File: src/rtl/comparador_serial_if.sv
// Bundles the operand/handshake side of the serial magnitude comparator.
// Latency: none, wires only.
// Backpressure: none. The requester waits for done before issuing another start, except in the done cycle itself.
// Ports (master = requester, slave = comparator):
//   start, signed_mode, A, B       requester -> comparator
//   busy, done, P, Q, mayor, menor, igual   comparator -> requester
interface comparador_serial_if #(
    parameter int N = 8
) ();
    logic         start;
    logic         signed_mode;
    logic [N-1:0] A;
    logic [N-1:0] B;
    logic         busy;
    logic         done;
    logic         P;
    logic         Q;
    logic         mayor;
    logic         menor;
    logic         igual;

    modport master (
        output start, signed_mode, A, B,
        input  busy, done, P, Q, mayor, menor, igual
    );

    modport slave (
        input  start, signed_mode, A, B,
        output busy, done, P, Q, mayor, menor, igual
    );
endinterface

File: src/rtl/comparador_serial.sv
// Compares two N-bit words MSB first, K bits per clock, using the iterative-network cell rule (PQ state).
// Latency: N/K cycles from the start edge to done, or fewer when EARLY_EXIT stops at the first difference.
// Backpressure: start is only taken in IDLE or DONE and is ignored while busy.
// Ports: clk, reset (sync, active high); bus.slave carries start/signed_mode/A/B in and
//        busy/done/P/Q/mayor/menor/igual out.
module comparador_serial #(
    parameter int N          = 8,
    parameter int K          = 1,
    parameter int EARLY_EXIT = 1
) (
    input  logic                clk,
    input  logic                reset,
    comparador_serial_if.slave  bus
);
    localparam int M  = N / K;
    localparam int GW = (M > 1) ? $clog2(M) : 1;

    typedef enum logic [1:0] {
        IDLE = 2'd0,
        RUN  = 2'd1,
        DONE = 2'd2
    } state_t;

    state_t         state_q;
    state_t         state_d;
    logic [N-1:0]   a_sh;
    logic [N-1:0]   b_sh;
    logic           sgn_q;
    logic [1:0]     pq_q;
    logic [1:0]     pq_eval;
    logic [GW-1:0]  g_q;
    logic           mayor_q;
    logic           menor_q;
    logic           igual_q;
    logic           accept;
    logic           last_grp;
    logic           finish;

    assign accept   = bus.start && ((state_q == IDLE) || (state_q == DONE));
    assign last_grp = (g_q == GW'(M - 1));
    assign finish   = last_grp || ((EARLY_EXIT != 0) && (pq_eval != 2'b01));

    // Operands are shifted left once per group, so the current group always
    // sits in the top K bits. The sign bit is the very first bit of group 0,
    // where signed mode swaps the two transitions.
    always_comb begin
        pq_eval = pq_q;
        for (int i = 0; i < K; i++) begin
            if ((pq_eval == 2'b01) && (a_sh[N-1-i] != b_sh[N-1-i])) begin
                if (sgn_q && (g_q == '0) && (i == 0)) begin
                    pq_eval = a_sh[N-1-i] ? 2'b11 : 2'b10;
                end else begin
                    pq_eval = a_sh[N-1-i] ? 2'b10 : 2'b11;
                end
            end
        end
    end

    // State register
    always_ff @(posedge clk) begin
        if (reset) begin
            state_q <= IDLE;
        end else begin
            state_q <= state_d;
        end
    end

    // Next-state logic
    always_comb begin
        state_d = state_q;
        case (state_q)
            IDLE:    state_d = bus.start ? RUN : IDLE;
            RUN:     state_d = finish ? DONE : RUN;
            DONE:    state_d = bus.start ? RUN : IDLE;
            default: state_d = IDLE;
        endcase
    end

    // Datapath: operand capture, group evaluation, result load on entry to DONE.
    // Results are deliberately left alone on accept so they stay readable.
    always_ff @(posedge clk) begin
        if (reset) begin
            a_sh    <= '0;
            b_sh    <= '0;
            sgn_q   <= 1'b0;
            pq_q    <= 2'b01;
            g_q     <= '0;
            mayor_q <= 1'b0;
            menor_q <= 1'b0;
            igual_q <= 1'b0;
        end else if (accept) begin
            a_sh  <= bus.A;
            b_sh  <= bus.B;
            sgn_q <= bus.signed_mode;
            pq_q  <= 2'b01;
            g_q   <= '0;
        end else if (state_q == RUN) begin
            pq_q <= pq_eval;
            a_sh <= a_sh << K;
            b_sh <= b_sh << K;
            g_q  <= g_q + GW'(1);
            if (finish) begin
                igual_q <= (pq_eval == 2'b01);
                mayor_q <= (pq_eval == 2'b10);
                menor_q <= (pq_eval == 2'b11);
            end
        end
    end

    // Output logic
    always_comb begin
        bus.busy  = (state_q == RUN);
        bus.done  = (state_q == DONE);
        bus.P     = pq_q[1];
        bus.Q     = pq_q[0];
        bus.mayor = mayor_q;
        bus.menor = menor_q;
        bus.igual = igual_q;
    end
endmodule
File: src/flat_wrapper.sv
// flat-port wrapper written by rule: the top's interface ports become plain ports
module comparador_serial_flat 
#(
    parameter int N          = 8,
    parameter int K          = 1,
    parameter int EARLY_EXIT = 1
)
  (clk, reset, bus_start, bus_signed_mode, bus_A, bus_B, bus_busy, bus_done, bus_P, bus_Q, bus_mayor, bus_menor, bus_igual);
  comparador_serial_if #(.N(N)) bus_i ();
  input  logic clk;
  input  logic reset;
  input wire logic [$bits(bus_i.start)-1:0] bus_start;
  input wire logic [$bits(bus_i.signed_mode)-1:0] bus_signed_mode;
  input wire logic [$bits(bus_i.A)-1:0] bus_A;
  input wire logic [$bits(bus_i.B)-1:0] bus_B;
  output wire logic [$bits(bus_i.busy)-1:0] bus_busy;
  output wire logic [$bits(bus_i.done)-1:0] bus_done;
  output wire logic [$bits(bus_i.P)-1:0] bus_P;
  output wire logic [$bits(bus_i.Q)-1:0] bus_Q;
  output wire logic [$bits(bus_i.mayor)-1:0] bus_mayor;
  output wire logic [$bits(bus_i.menor)-1:0] bus_menor;
  output wire logic [$bits(bus_i.igual)-1:0] bus_igual;
  assign bus_i.start = bus_start;
  assign bus_i.signed_mode = bus_signed_mode;
  assign bus_i.A = bus_A;
  assign bus_i.B = bus_B;
  assign bus_busy = bus_i.busy;
  assign bus_done = bus_i.done;
  assign bus_P = bus_i.P;
  assign bus_Q = bus_i.Q;
  assign bus_mayor = bus_i.mayor;
  assign bus_menor = bus_i.menor;
  assign bus_igual = bus_i.igual;
  comparador_serial #(.N(N), .K(K), .EARLY_EXIT(EARLY_EXIT)) u_core (.clk(clk), .reset(reset), .bus(bus_i));
endmodule
File: config.mk
export PLATFORM = sky130hd
export DESIGN_NAME = comparador_serial_flat
export DESIGN_NICKNAME = d
export VERILOG_FILES = /design/src/rtl/comparador_serial_if.sv /design/src/rtl/comparador_serial.sv /design/src/flat_wrapper.sv
export SDC_FILE = /design/constraint.sdc
export NUM_CORES = 1
export LEC_CHECK = 0
export CAP_MARGIN = 25
export CORE_UTILIZATION = 48
export CTS_CLUSTER_DIAMETER = 30
export DETAILED_ROUTE_END_ITERATION = 8
export PLACE_DENSITY = 0.83
export SLEW_MARGIN = 10
export SYNTH_ARGS = -nofsm -noshare
export SYNTH_HDL_FRONTEND = slang
export SYNTH_SLANG_ARGS = --single-unit
File: constraint.sdc
create_clock -name clk -period 1.7 [get_ports clk]
set_input_delay 0.51 -clock clk [delete_from_list [all_inputs] [get_ports clk]]
set_output_delay 0.51 -clock clk [all_outputs]
set_load 0.01 [all_outputs]
Word-level counts from Yosys, hierarchy flattened. Cells that the tools add are included.

Bits in registers: 27. Input port bits: 20. Output and inout port bits: 7. Logic and storage cells: 42.

Add/sub/neg operators: 1. Equality and inequality tests: 9. Mux-type cells: 11. Bitwise logic cells: 1. Reductions and logical operators: 11.

Operator list (count): $mux 8 (4); $eq 2x1->1 const B (3); $eq 2x2->1 const B (3); $mux 2 (3); $pmux 2 s2 (1); $reduce_or 2->1 (2); $add 3x1->3 const B (1); $eq 3x3->1 const B (1); $logic_and 1x1->1 (3); $logic_not 3->1 (1); $mux 1 (3); $reduce_and 3->1 (1); $logic_not 2->1 (1); $logic_or 1x1->1 (2); $ne 2x1->1 const B (1); $reduce_bool 2->1 (1); $ne 1x1->1 (1); $not 1->1 (1).

Logic depth before layout (Yosys ltp).
Word-level depth: 8. Mapped depth: 6. Gate-level depth less buffers: 6.

Least setup slack after synthesis. Ideal clock, no wire load.

Path kind: register to register. From: register u_core.g_q[0]. To: register u_core.mayor_q, in the netlist u_core.bus.mayor. Library setup time: 59 ps. Arrival time: 1228 ps. Data required time: 1641 ps. Path slack: 413 ps. Cell stages (with the launch flop): 6. Path buffers: 0. Cells stage by stage: dfxtp_1 ha_1 ha_1 nor3_1 o21ba_1 a22o_1.

Longest elaborated chain between the ends: 7. Elaborated cells on any way between the ends: 9. Those cells by class: eq/ne: 3; mux: 2; reduce/logical: 4.

Ends and longest elaborated chain: start: declaration (line comparador_serial.sv:31) `logic [GW-1:0] g_q;`; start signal: assignment (line comparador_serial.sv:101) `g_q <= g_q + GW'(1);`; $logic_not 3->1 (line comparador_serial.sv:50) `if (sgn_q && (g_q == '0) && (i == 0)) begin`; $logic_and 1x1->1 (line comparador_serial.sv:50); $mux 2 (line comparador_serial.sv:50); $mux 2 (line comparador_serial.sv:49) `if ((pq_eval == 2'b01) && (a_sh[N-1-i] != b_sh[N-1-i])) begin`; $ne 2x1->1 (line comparador_serial.sv:41) `assign finish = last_grp || ((EARLY_EXIT != 0) && (pq_eval != 2'b01));`; $logic_or 1x1->1 (line comparador_serial.sv:41); $reduce_and 3->1 (no line); end signal: assignment (line comparador_serial.sv:104) `mayor_q <= (pq_eval == 2'b10);`; end: declaration (line comparador_serial.sv:32) `logic mayor_q;`.

Several ways; a longest one is shown, not always the timed one. A chain may end at the register's enable or synchronous reset.

Worst setup path in the final report.
From: register u_core.state_q[1]. To: output bus_busy.

Longest elaborated chain between the ends: 1.

Ends and longest elaborated chain: start: declaration (line comparador_serial.sv:24) `state_t state_q;`; start signal: assignment (line comparador_serial.sv:64) `state_q <= state_d;`; $eq 2x1->1 (line comparador_serial.sv:112) `bus.busy = (state_q == RUN);`; end: declaration (line flat_wrapper.sv:16) `output wire logic [$bits(bus_i.busy)-1:0] bus_busy;`.

Every way passes these cells.

==> implementation parameters <==
Parameter                              Value

Run status
  Status    complete, no violations

Timing
  Final hold slack    approximately 0.47 ns
  Worst Tran Pin Value    between 0.3 and 0.4 ns
  Min Clock Period, post-route    between 1.5 and 2 ns
  Rel. slew slack    roughly 76%
  Pins Over Slew Limit    0
  Accumulated negative setup slack    0 ns
  RSZ-0062 raised after global routing    false
  Number of setup violations in the final report    0
  Max frequency    around 610 MHz
  Share of the cycle needed by the critical path after routing    approximately 96%
  Post-route clock skew    around 0.015 ns
  Final Hold Viols    0

Synthesis
  Post-Synthesis Mean Instance Area    around 8.6 um2
  Post-Synthesis Net Count    between 150 and 200
  Synth Flop Type    dfxtp_1
  Unique masters post-synth    28
  Share of synthesized area occupied by flip-flops and latches    47.4%
  Total of flip-flops plus latches after synthesis    27
  Synthesized instance count    around 130
  Post-synth ARST share    0%
  Number of enable flip-flop cells after synthesis    0
  Cell types with the largest area share after synthesis    dfxtp_1 (47%), nand2_1 (6.9%), a21oi_1 (6.6%), a22oi_1 (6.6%), nor2_1 (4.3%)
  Share of the synthesized area in the top cell type    ~47%
  Netlist area before placement    approximately 1100 um2
  Number of warning messages in the yosys log    0
  Cell type with the highest aggregate area in the netlist    dfxtp_1

Drt
  Detailed-routing wirelength on met1    ~1.1 mm
  Vias per inst    roughly 5.5
  Routed length per instance    12.9 um
  Routed wire length    around 2.5 mm
  First-pass DRT Iterations    4
  Detail Route met2 WL    approximately 1.3 mm
  Uppermost signal routing layer after detailed routing    met4
  Total vias in the final route    about 1100
  1st-iter DRT viols    24
  Detailed-routed wire length on met3    about 91 um
  Post-route DRC violation count    0
  Remaining number of nets flagged by the antenna check after routing    0

GRT
  Antenna violations before repair    0
  Largest net degree at the start of global routing    21
  First-pass GRT wire length    between 4 and 5 mm
  Via count of the first global-routing pass    1016
  Congestion Overflow GR    0
  Gr usage total    22.1%

Floorplanning
  X dimension of the die    just over 50 um
  Starting density of the core    about half
  Area of the die    around 2600 um2
  Number of top-level pins    27
  Vertical die dimension    roughly 51 um
  Number of rows created at floorplan    17
  Std-Cell Core Area    around 2200 um2

Worst setup path
  Number of buffers and inverters on the critical path    2
  Crit path max-delay family    flip-flops
  Largest stage delay, worst path    ~0.34 ns
  Critical path endpoint category    primary output
  Arrival time worst endpoint    between 1 and 1.5 ns
  WS Path Type    reg -> out
  Crit-path max FO    2
  Data required time at the worst endpoint    1.19 ns
  Critical Path, Cell by Cell    nand2b_1, inv_2, clkdlybuf4s15_1
  Cell with the largest stage delay on the worst path    dfxtp_1
  Setup crit start kind    register

Run
  Maximum Capacitance Violations    0

Clock tree
  TritonCTS clock tree    built
  Clock Sink Count    27
  Number of buffers added by the clock tree synthesis step    3
  Clock input transition at the sequential cells of the worst setup and hold paths    around 0.15 ns
  Number of buffers inserted by hold repair at cts    0
  Worst skew pair latency    0.33 ns
  Post-CTS repair timing setup buffer count    0
  Cell chosen for the clock root    clkbuf_4
  Clock Path Buffers    2
  H-tree depth    1

Power
  Maximum resistive drop on vdd    0.654 mV
  P_leak    0.611 nW
  Ratio of total power to cell area    835 nW/um2

Placement
  Dpl hpwl    roughly 1.8 mm
  Routability Congestion    roughly 0.8
  Instance area after placement    1470 um2
  Number of port buffers    26

Final layout
  Diodes inserted    0
  Number of fill cells    between 150 and 200
  Post-layout instance area    about 1500 um2
  Layout overhead on the synthesized area    31.0%
  Net total in the final layout    187
  Share of layout cells above drive strength 1    a little over a tenth

Hold path
  Hold Path Class    reg -> reg
## worst min-delay path, stage by stage, from the launching register on
cell and delay, ns:
dfxtp_1 0.34, nand2_1 0.05, a21oi_1 0.05
## sequential cells by signal, summed over array words and instances (netlist names), 2 cells and up
| name | flops |
|---|---|
| u_core.a_sh | 8 |
| u_core.g_q | 3 |
| u_core.pq_q | 2 |
| u_core.state_q | 2 |
| u_core.b_sh | 8 |
## worst paths after layout
path | slack (ns) | endpoint | cells after the start | from
hold / removal | 0.47 | u_core.sgn_q$_SDFFE_PP0P_ | 2 | u_core.sgn_q$_SDFFE_PP0P_
hold reg to reg | 0.47 | u_core.sgn_q$_SDFFE_PP0P_ | 2 | u_core.sgn_q$_SDFFE_PP0P_
setup reg to reg | 0.23 | u_core.bus.mayor$_SDFFE_PP0P_ | 5 | u_core.g_q[0]$_SDFFE_PP0P_
setup / recovery | 0.07 | bus_busy | 3 | u_core.state_q[1]$_SDFF_PP0_
## synthesized netlist by cell type, types with 2 or more instances
master and count:
a21oi_1 15, a22oi_1 10, a311oi_1 2, buf_2 5
clkbuf_1 2, dfxtp_1 27, ha_1 3, inv_1 2
mux2i_1 2, nand2_1 21, nand2b_1 5, nand3b_1 2
nor2_1 13, nor2b_1 3, nor3_1 6, o22ai_1 3
## cell families after synthesis
| logic type | Yosys count | share of synthesized area, % |
|---|---|---|
| fa+ha+maj | 3 | 3.29 |
| compound gates | 36 | 20.4 |
| flops | 27 | 47.4 |
| simple gates | 52 | 21.2 |
| xor+xnor | 2 | 1.54 |
| mux | 2 | 1.75 |
| buf+inv | 11 | 4.50 |
## layout by cell type, fill, tap and decap left out, drive strengths merged
| cell | n |
|---|---|
| a211oi | 1 |
| a21oi | 15 |
| a22o | 1 |
| a22oi | 10 |
| a311oi | 2 |
| a31oi | 1 |
| and2b | 1 |
| buf | 8 |
| clkbuf | 3 |
| clkdlybuf4s15 | 1 |
| clkdlybuf4s50 | 19 |
| clkinv | 1 |
| dfxtp | 27 |
| dlygate4sd2 | 6 |
| ha | 3 |
| inv | 3 |
| mux2i | 2 |
| nand2 | 21 |
| nand2b | 5 |
| nand3b | 2 |
| nor2 | 14 |
| nor2b | 3 |
| nor3 | 6 |
| o21ai | 1 |
| o21ba | 1 |
| o22ai | 3 |
| o2bb2ai | 1 |
| xnor2 | 1 |
| xor2 | 1 |
## power breakdown
group          total, mW  internal (mW)  switching (mW)  leakage [nW]
registers          0.706          0.678          0.0285         0.222
clock network      0.274         0.0881           0.186        0.0177
logic              0.269          0.135           0.134         0.372
total               1.25          0.901           0.348         0.611
## what timing repair did
item	in CTS	in global routing
gates cloned	0	0
setup endpoints to repair	7	1
resized for setup	11	1
## layout make-up
cell class,count,area [um2],share of cell area [%]
inverters,3,11.3,0.753
clock buffers,3,22.5,1.51
repair buffers,34,325,21.8
well taps,28,35.0,2.34
multi-input cells,95,549,36.7
flip-flops and latches,27,547,36.6
clock inverters,1,5.00,0.335
## through the flow
| stage | power [mW] | instances | utilization [%] | setup slack (ns) |
|---|---|---|---|---|
| after floorplan | 0.876 | 133 | - | 0.413 |
| after global placement | 0.984 | 187 | 65.8 | -0.00635 |
| after detailed placement | 0.994 | 187 | 65.8 | -0.0442 |
| after CTS | 1.26 | 191 | 66.9 | 0.0331 |
| after global routing | 1.31 | 191 | 66.9 | 0.0124 |
| final | 1.25 | 191 | 66.9 | 0.0738 |
## metal layers
layer | GRT usage [%] | vias to the layer above
met5 | 0 | -
met4 | 8.80 | 0
met3 | 3.64 | 2
met2 | 40.0 | 22
met1 | 25.4 | 499
li1 | - | 529
Note: power is estimated with default switching activity, not from simulation.
